File: src/rtl/timer_counter.sv
// Memory-mapped countdown timer with one-shot and auto-reload modes driving one interrupt line.
// Optional per-byte write enables are compiled in when TIMER_BYTE_ENABLE_EN is defined.
module timer_counter (
  input  logic        clk,
  input  logic        reset,
  input  logic [1:0]  Addr,
  input  logic        WE,
  input  logic [3:0]  BE,
  input  logic [31:0] Din,
  output logic [31:0] Dout,
  output logic        IRQ
);

  typedef enum logic [1:0] {
    IDLE = 2'd0,
    LOAD = 2'd1,
    CNT  = 2'd2,
    INT  = 2'd3
  } state_t;

  localparam logic [1:0] ADDR_CTRL   = 2'd0;
  localparam logic [1:0] ADDR_PRESET = 2'd1;
  localparam logic [1:0] ADDR_COUNT  = 2'd2;

  state_t      state_q, state_d;
  logic        en_q, en_d;
  logic [1:0]  mode_q, mode_d;
  logic        im_q, im_d;
  logic [31:0] preset_q, preset_d;
  logic [31:0] count_q, count_d;
  logic        flag_q, flag_d;

  logic        ctrl_byte_en;
  logic [31:0] preset_wdata;

`ifdef TIMER_BYTE_ENABLE_EN
  function automatic logic [31:0] be_merge(input logic [31:0] old_val,
                                           input logic [31:0] new_val,
                                           input logic [3:0]  be);
    logic [31:0] res;
    res = old_val;
    for (int i = 0; i < 4; i++) begin
      if (be[i]) res[8*i +: 8] = new_val[8*i +: 8];
    end
    return res;
  endfunction

  assign ctrl_byte_en = BE[0];
  assign preset_wdata = be_merge(preset_q, Din, BE);
`else
  logic unused_be;
  assign unused_be    = ^BE;
  assign ctrl_byte_en = 1'b1;
  assign preset_wdata = Din;
`endif

  always_comb begin
    state_d  = state_q;
    en_d     = en_q;
    mode_d   = mode_q;
    im_d     = im_q;
    preset_d = preset_q;
    count_d  = count_q;
    flag_d   = flag_q;

    case (state_q)
      IDLE: if (en_q) state_d = LOAD;
      LOAD: begin
        count_d = preset_q;
        state_d = CNT;
      end
      CNT: begin
        if (!en_q) begin
          state_d = IDLE;
        end else if (count_q != 32'd0) begin
          count_d = count_q - 32'd1;
        end else begin
          state_d = INT;
          flag_d  = 1'b1;
        end
      end
      INT: begin
        if (mode_q == 2'd1) begin
          flag_d  = 1'b0;
          state_d = LOAD;
        end else begin
          en_d    = 1'b0;
          state_d = IDLE;
        end
      end
      default: state_d = IDLE;
    endcase

    // Bus writes come last so a CTRL write overrides the FSM on the same edge.
    if (WE) begin
      case (Addr)
        ADDR_CTRL: begin
          if (ctrl_byte_en) begin
            en_d   = Din[0];
            mode_d = Din[2:1];
            im_d   = Din[3];
          end
          flag_d  = 1'b0;
          state_d = IDLE;
        end
        ADDR_PRESET: preset_d = preset_wdata;
        default: ;
      endcase
    end
  end

  always_ff @(posedge clk or negedge reset) begin
    if (!reset) begin
      state_q  <= IDLE;
      en_q     <= 1'b0;
      mode_q   <= 2'd0;
      im_q     <= 1'b0;
      preset_q <= 32'd0;
      count_q  <= 32'd0;
      flag_q   <= 1'b0;
    end else begin
      state_q  <= state_d;
      en_q     <= en_d;
      mode_q   <= mode_d;
      im_q     <= im_d;
      preset_q <= preset_d;
      count_q  <= count_d;
      flag_q   <= flag_d;
    end
  end

  always_comb begin
    case (Addr)
      ADDR_CTRL:   Dout = {28'd0, im_q, mode_q, en_q};
      ADDR_PRESET: Dout = preset_q;
      ADDR_COUNT:  Dout = count_q;
      default:     Dout = 32'd0;
    endcase
  end

  assign IRQ = flag_q & im_q;

endmodule

File: config.mk
export PLATFORM = sky130hd
export DESIGN_NAME = timer_counter
export DESIGN_NICKNAME = d
export VERILOG_FILES = /design/src/rtl/timer_counter.sv
export SDC_FILE = /design/constraint.sdc
export NUM_CORES = 1
export LEC_CHECK = 0
export BUFFER_PORTS_ARGS = -buffer_cell sky130_fd_sc_hd__buf_4
export CORE_UTILIZATION = 50
export DETAILED_ROUTE_END_ITERATION = 16
export HOLD_SLACK_MARGIN = 0.15
export PLACE_DENSITY = 0.73
export RECOVER_POWER = 50
export SLEW_MARGIN = 20
export SYNTH_ARGS = -nofsm -noshare
export SYNTH_HDL_FRONTEND = slang
export SYNTH_SLANG_ARGS = --single-unit
export TNS_END_PERCENT = 20
File: constraint.sdc
create_clock -name clk -period 3.7 [get_ports clk]
set_clock_uncertainty 0.05 [all_clocks]
set_input_delay 0.37 -clock clk [delete_from_list [all_inputs] [get_ports clk]]
set_output_delay 0.37 -clock clk [all_outputs]
set_load 0.02 [all_outputs]
==> results of run 1 <==
[per-stage QoR]
| stage | utilization | setup slack [ps] |
|---|---|---|
| 5_1_grt | 0.621 | 585 |
| 3_3_place_gp | 0.601 | 940 |
| 2_1_floorplan | - | 1080 |
| 4_1_cts | 0.623 | 875 |
| 6_report | 0.621 | 822 |
| 3_5_place_dp | 0.601 | 907 |
[critical path: stages]
cell and delay, ps:
clkbuf_1 200, nor2b_1 1120, buf_4 400, nand2_1 70, o21ai_0 100, buf_4 180
[flip-flops by register name (all words and copies together) (netlist names)]
| name | flops |
|---|---|
| count_q | 32 |
| preset_q | 32 |
| mode_q | 2 |
| state_q | 2 |
| en_q | 1 |
| flag_q | 1 |
| im_q | 1 |
[logic make-up (layout without fill, tap and decap cells)]
family,after synthesis,in the layout,synth area share
AOI/OAI and AO/OA,144,144,0.257
adders and majority gates,1,1,0.00310
buffers and inverters,39,108,0.0407
DFF,71,71,0.441
muxes,39,39,0.108
and+or+nand+nor,116,116,0.150
[cell usage in the layout (no fill, tap or decap), types with 5 or more instances in the layout]
| cell | netlist | final |
|---|---|---|
| nor4_1 | 9 | 9 |
| a22oi_1 | 6 | 6 |
| o21ai_0 | 23 | 23 |
| dfrtp_1 | 71 | 71 |
| a22o_1 | 34 | 34 |
| clkbuf_8 | 0 | 9 |
| nor3_1 | 11 | 11 |
| or4_1 | 6 | 6 |
| buf_4 | 2 | 83 |
| a21oi_1 | 18 | 18 |
| clkbuf_1 | 25 | 5 |
| mux2_2 | 35 | 35 |
| or3_1 | 6 | 6 |
| o41ai_1 | 7 | 7 |
| o2bb2ai_1 | 5 | 5 |
| nand3_1 | 10 | 10 |
| a31oi_1 | 15 | 15 |
| nor2_1 | 21 | 21 |
| nor3b_1 | 5 | 5 |
| o31ai_1 | 11 | 11 |
| nand2_1 | 30 | 30 |
[power by group through the flow]
stage                     combinational (W)  clock, W  sequential, W
after CTS                           0.00131  0.000541        0.00134
after floorplan                    0.000939         0        0.00125
after global routing                0.00145  0.000574        0.00140
final                               0.00132  0.000536        0.00135
after global placement              0.00127         0        0.00135
after detailed placement            0.00131         0        0.00136
[Yosys cell counts (9+ instances only)]
library cell / number
nand2_1: 30
nor4_1: 9
mux2_2: 35
nor3_1: 11
a31oi_1: 15
dfrtp_1: 71
o31ai_1: 11
nor2_1: 21
a21oi_1: 18
clkbuf_1: 25
nand3_1: 10
a22o_1: 34
o21ai_0: 23
[layout make-up]
class                   instances  area, um^2  area share
multi-input cells             300        2090       0.434
clock buffers                  12         135      0.0280
clock inverters                 4        22.5     0.00467
repair buffers                 88         651       0.135
well taps                     102         128      0.0265
inverters                       4        15.0     0.00311
flip-flops and latches         71        1780       0.368
[worst max-delay path by stage]
stage / start / end / slack [ps] / depth (start not counted)
floorplan: count_q[25] / count_q[11] / 1080 / 7
global placement: count_q[25] / count_q[26] / 940 / 6
detailed placement: count_q[25] / count_q[26] / 910 / 6
CTS: count_q[25] / count_q[26] / 870 / 6
global route: Addr[1] / Dout[2] / 580 / 6
finish: Addr[1] / Dout[1] / 820 / 6
[layer usage]
metal	track usage	vias up
met5	0	-
met1	0.350	1778
met3	0.0506	26
li1	-	1719
met2	0.431	155
met4	0.125	0
==> run metrics, run 1 <==
routed vias=around 3700; Worst-Margin Slew=about 1800 ps; setup TNS=0 ps; Initial Util=0.519; Max VDD drop=between 0.3 and 0.4 mV; die area=0.00842 mm^2; # H-tree levels=3; routed len/inst=18.2 um; hpwl dp=between 6000 and 7000 um; worst-path fanout max=17; final hold violations=0; number of port buffers=69; Cell Rows=32; gr usage total=0.268; clock tree sinks=71; Power Total=0.00321 W; Pre-antenna DRT Iters=5; total internal power=0.00188 W; HP Start=Din[31]; post-layout net count=516; WL met3=656 um; hold-fix buffers at CTS=1; Post-Layout Cell Count=581; pin count of the biggest net entering global routing=72; Post-CTS Setup Bufs=0; sequential share of the synthesized area=0.441; Max Freq=347 MHz; width of the die=roughly 90 um; dominant cells by area after synthesis=dfrtp_1, mux2_2, a22o_1; Inserted Clock Buffers=9; Clk Tree Root Cell=clkbuf_8; area delta synth->final=19.7%; RR Endpoint=count_q[26]; total gr overflow=0; Final setup viols=0; CTS resizes=0; largest area contributor in the netlist=dfrtp_1; DRC errors left=0; Slew Limit Fails=72; WL final=10600 um; Post-synth top flop=dfrtp_1; hold path cells=2; M1 wire length=4620 um; R2R Setup Slk=about 850 ps; initial antenna violation count=0; CP Data Required Time=3280 ps; CTS Buffer Depth=2; cell area after synthesis=between 0.004 and 0.005 mm^2; Cells after DPL=roughly 560; Post-synth EDFFs=0; worst-case reg-to-reg path depth=6; cell area after placement=0.00467 mm^2; GPL Wtd Cong=0.831; unrepaired setup endpoints after global routing=false; R2R Path Start=count_q[25]; WHS Endpoint=preset_q[31]; Logic pwr share=0.411; pwr/cell area=666 mW/mm^2; core area=0.00777 mm^2; clk_lat worst skew=about 350 ps; first-pass GRT wire length=17700 um; fin crit period=2880 ps; flops & latches, synth=~70; max layer used=met4; failing checks=max-capacitance violations, max-slew violations; crit path kind=input port to output port; Iter 0 DRT Violations=267; TritonCTS clock tree=yes; Flop pwr share=0.422; Leakage=2.01 nW; Final ANT Viol Nets=0; YS warnings=0; FFs w/ async S/R, synth=1.00; vias per cell=6.33; vias in the first global route=3628; Antenna Diode Count=0; status=complete, but fails checks; layout cell share with drive strength beyond 1=0.299; synthesized area per cell=approximately 9.8 um^2; switching fraction of total power=0.416; Max-slew headroom=-0.170; Cells after Synth=between 400 and 500; Ports=74; clk slew on worst S/H paths=80 ps; fin area=0.00482 mm^2; Worst Path Arrival=about 2500 ps; Hold Path Class=input port to register; Synth top area share=0.441; critical path capture point type=output port; Fillers=695; Die H=about 92 um; period utilization=0.778; Synth cell types=50; DR WL met2=5050 um; Synthesized Nets=452; Net Switching=about 0.0013 W; Max Cap Viol=1; Setup crit start kind=input port; clock share of power=0.167; hold_ws=195 ps
(Power assumes the default switching activity.)
==> run 2: changes to the inputs <==
- clock period: 3.7 -> 2.8 ns (I/O delays scaled with it)
==> run metrics, run 2 (synthesis results as in run 1) <==
final hold violations=0 (unchanged); width of the die=91.8 um (unchanged); Crit-path slowest cell=or4_4; Slew Limit Fails=105 (+46%); vias in the first global route=3720 (+2.5%); Max Freq=between 300 and 400 MHz; vias per cell=6.21 (-2.0%); Cell Rows=32 (unchanged); worst-path fanout max=6 (-11); hold_ws=366 ps (+172 ps); pwr/cell area=850 mW/mm^2 (+28%); Leakage=2.23 nW (+11%); Inserted Clock Buffers=9 (unchanged); clk_lat worst skew=360 ps (about the same); Clk Tree Root Cell=clkbuf_8; Die H=91.8 um (unchanged); Worst Path Arrival=2870 ps (+410 ps); Hold Path Class=input port to register; critical path capture point type=register; initial antenna violation count=0 (unchanged); DRC errors left=0 (unchanged); unrepaired setup endpoints after global routing=false; CP cell instances=or4_4, or4b_4, or4_4, buf_4, o211a_1, o22a_1; most common cell after layout, fill and taps aside=buf_4; Max-slew headroom=-0.234 (-0.0643); Initial Util=0.519 (unchanged); Worst-Margin Slew=1850 ps (+96.4 ps); WL final=11300 um (+6.6%); clock tree sinks=71 (unchanged); Post-CTS Setup Bufs=0 (unchanged); area delta synth->final=32.0%; layout cell share with drive strength beyond 1=0.305 (+0.00639); total gr overflow=0 (unchanged); Antenna Diode Count=0 (unchanged); clk slew on worst S/H paths=80 ps (about the same); RR Endpoint=count_q[26]; fin area=0.00532 mm^2 (+10%); R2R Setup Slk=120 ps (-730 ps); routed len/inst=17.9 um (-1.7%); post-layout net count=565 (+9.5%); largest registers=count_q (32), preset_q (32); Iter 0 DRT Violations=256 (-4.1%); status=complete, but fails checks; HP Start=Addr[1]; setup TNS=0 ps (unchanged); Max VDD drop=0.397 mV (+32%); number of port buffers=69 (unchanged); Pre-antenna DRT Iters=6 (+1); TritonCTS clock tree=yes; Fillers=632 (-9.1%); Setup crit start kind=register; most used cell along the critical path=or4_4; Placement Setup Slack=93.3 ps (-813 ps); hpwl dp=7340 um (+7.4%); Final setup viols=0 (unchanged); die area=0.00842 mm^2 (unchanged); # H-tree levels=3 (unchanged); R2R Path Start=count_q[25]; crit path kind=register to register; final worst setup slack=124 ps (-698 ps); slowest stage delay, CP=570 ps (-550 ps); failing checks=max-capacitance violations, max-slew violations; period utilization=0.956; WHS Endpoint=state_q[1]; routed vias=3910 (+6.3%); worst-case reg-to-reg path depth=6 (unchanged); CP Data Required Time=3000 ps (-280 ps); core area=0.00777 mm^2 (unchanged); first-pass GRT wire length=18400 um (+3.5%); CTS Buffer Depth=2 (unchanged); Final ANT Viol Nets=0 (unchanged); gr usage total=0.278 (+0.00997); Ports=74 (unchanged); hold path cells=4 (+2); most frequent cells in the layout=buf_4, dfrtp_1, a22o_1; fin crit period=about 2700 ps; Max Cap Viol=2 (+1); GPL Wtd Cong=0.856 (+3.0%); cell area after placement=0.00480 mm^2 (+2.7%); pin count of the biggest net entering global routing=72 (unchanged)
run 2: cell count changes in the layout (fill, tap and decap cells not counted), moves of 2 or more:
cell           previous run  this run
mux2_2                   35        33
mux2_1                    0         2
clkinvlp_4                1         3
clkinv_2                  3         1
clkbuf_4                  0         3
buf_4                    83        97
dlygate4sd3_1             1        33
run 2: final cells by class:
| class | instances | area, um^2 | share of cell area |
|---|---|---|---|
| inverters | 4 | 15.0 | 0.00282 |
| repair buffers | 137 | 1100 | 0.206 |
| clock buffers | 11 | 141 | 0.0266 |
| well taps | 102 | 128 | 0.0240 |
| multi-input cells | 300 | 2100 | 0.396 |
| clock inverters | 5 | 57.6 | 0.0108 |
| flip-flops and latches | 71 | 1780 | 0.334 |
run 2: critical path: cells and delay by family, from the launching register on:
family	cells	cell delay (ps)
AND/OR/NAND/NOR	3	1660
flip-flops	1	380
AO/OA/AOI/OAI	2	290
buffers and inverters	1	180
run 2: layer usage:
metal	part of all wire	track usage
met1	0.42	0.365
met2	0.49	0.456
met3	0.063	0.0597
met4	0.020	0.0964
met5	0	0
run 2: power by group:
group / internal, W / switching, W / total (W)
registers: 0.00137 / 0.000402 / 0.00177
clock network: 0.000434 / 0.000404 / 0.000838
logic: 0.000905 / 0.00101 / 0.00192
total: 0.00271 / 0.00182 / 0.00452
run 2: worst max-delay path by stage:
stage | cells after the start | slack, ps | endpoint | from
after global routing | 6 | 50 | count_q[31] | count_q[7]
after detailed placement | 6 | 90 | count_q[26] | count_q[25]
after CTS | 6 | 60 | count_q[26] | count_q[25]
final | 6 | 120 | count_q[26] | count_q[25]
after global placement | 6 | 110 | count_q[26] | count_q[25]
after floorplan | 7 | 180 | count_q[11] | count_q[25]
run 2: repair_timing:
action,in CTS,in global routing
resized for setup,0,2
setup endpoints to repair,0,18
hold endpoints to repair,107,0
hold buffers,33,0
run 2: per-stage QoR:
stage               utilization  cells  total power, W
floorplan                     -    410         0.00290
global placement          0.618    581         0.00357
detailed placement        0.618    581         0.00363
CTS                       0.686    630         0.00450
global route              0.685    630         0.00478
finish                    0.685    630         0.00452
==> run 3: changes to the inputs <==
- BUFFER_PORTS_ARGS: -buffer_cell sky130_fd_sc_hd__buf_4 -> default
- DONT_BUFFER_PORTS: default -> 1
- PLACE_DENSITY: 0.73 -> default
==> run metrics, run 3 (synthesis results as in run 1) <==
first-pass GRT wire length=17600 um (-4.2%); Max Freq=372 MHz (-0.43%); critical path capture point type=register; routed vias=3562 (-8.9%); Slew Limit Fails=72 (-31%); clock tree sinks=71 (unchanged); Initial Util=0.519 (unchanged); gr usage total=0.269 (-0.00921); failing checks=max-capacitance violations, max-slew violations; clk_lat worst skew=350 ps (about the same); DRC errors left=0 (unchanged); fin crit period=2690 ps (+11.7 ps); Max Cap Viol=1 (-1); most common cell after layout, fill and taps aside=dfrtp_1; routed len/inst=19.1 um (+6.7%); Pre-antenna DRT Iters=4 (-2); hpwl dp=7000 um (-4.6%); total gr overflow=0 (unchanged); TritonCTS clock tree=yes; Ports=74 (unchanged); Worst Path Arrival=2870 ps (about the same); Die H=91.8 um (unchanged); M1 GR Usage=0.355 (-0.00982); core area=0.00777 mm^2 (unchanged); global routing met3 resource utilization=0.0473 (-0.0124); Worst-Margin Slew=1770 ps (-84.7 ps); most frequent cells in the layout=dfrtp_1, mux2_2, a22o_1; crit path kind=register to register; Hold Path Class=input port to register; width of the die=91.8 um (unchanged); Power Total=0.00444 W (-1.8%); Max VDD drop=0.434 mV (+9.2%); final hold violations=0 (unchanged); Antenna Diode Count=0 (unchanged); Iter 0 DRT Violations=178 (-30%); Setup crit start kind=register; post-layout net count=493 (-13%); layout cell share with drive strength beyond 1=0.206 (-0.0988); Final setup viols=0 (unchanged); Cell Rows=32 (unchanged); period utilization=0.960 (+0.00417); Final ANT Viol Nets=0 (unchanged); CTS Buffer Depth=2 (unchanged); largest registers=count_q (32), preset_q (32); area delta synth->final=19.6%; pwr/cell area=922 mW/mm^2 (+8.4%); setup TNS=0 ps (unchanged); Max-slew headroom=-0.178 (+0.0564); # H-tree levels=3 (unchanged); die area=0.00842 mm^2 (unchanged); initial antenna violation count=0 (unchanged); Leakage=1.90 nW (-15%); unrepaired setup endpoints after global routing=false; Clk Tree Root Cell=clkbuf_8; worst-path fanout max=10 (+4); status=complete, but fails checks; clk slew on worst S/H paths=80 ps (about the same); Inserted Clock Buffers=9 (unchanged); vias in the first global route=3470 (-6.7%); Post-CTS Setup Bufs=0 (unchanged); grt met2 use=0.440 (-0.0157); Top Usage Layer GRT=met2; pin count of the biggest net entering global routing=72 (unchanged); WL final=10600 um (-5.5%); GPL Wtd Cong=0.843 (-1.5%); vias per cell=6.38 (+2.9%); CP Data Required Time=2990 ps (about the same); number of port buffers=0 (-100%)
run 3: changes by cell type in the layout (fill, tap and decap cells not counted), moves of 2 or more:
cell	before	now
mux2_2	33	35
mux2_1	2	0
clkbuf_1	4	1
buf_4	97	29
clkbuf_4	3	0
run 3: layout make-up:
class,instances,area (um^2)
flip-flops and latches,71,1780
inverters,4,15.0
multi-input cells,300,2110
clock inverters,5,80.1
repair buffers,65,562
fillers,710,2950
clock buffers,11,151
well taps,102,128
run 3: worst max-delay path: stages (launching register included):
cell	delay (ps)
dfrtp_1	380
or4_4	570
or4b_4	530
nor4_1	390
buf_4	280
a211oi_1	70
o2bb2a_1	310
run 3: stage by stage:
step	hold slack [ps]	instance area, um^2	setup WS, ps	utilization	std cells
finish	196	4820	112	0.620	558
global route	205	4820	21.6	0.620	558
CTS	184	4840	86.1	0.624	558
detailed placement	-63.9	4250	104	0.548	508
global placement	-64.1	4250	124	0.548	508
floorplan	-65.6	4030	182	-	410
run 3: layer usage:
metal	up-vias	part of all wire
met2	105	0.49
li1	1670	-
met3	18	0.045
met4	0	0.019
met1	1769	0.44
met5	-	0
run 3: worst paths after layout:
check                       startpoint           end  slack, ps  cells after the start
max                        count_q[25]   count_q[24]        110                      6
min                            Addr[0]    state_q[1]        200                      3
max reg2reg                count_q[25]   count_q[24]        110                      6
min reg2reg                     flag_q        flag_q        470                      2
max in group asynchronous        reset   preset_q[4]        760                      2
min in group asynchronous        reset  preset_q[28]        880                      2
run 3: what timing repair did:
item / in CTS / in global routing
gates resized for setup: 0 / 1
setup endpoints to repair: 0 / 1
hold buffers: 34 / 0
hold endpoints to repair: 107 / 0
run 3: power by group:
| part | switching (W) | internal (W) | leakage [nW] | total, W |
|---|---|---|---|---|
| combinational | 0.000952 | 0.000766 | 0.942 | 0.00172 |
| clock | 0.000404 | 0.000549 | 0.112 | 0.000953 |
| sequential | 0.000404 | 0.00137 | 0.844 | 0.00177 |
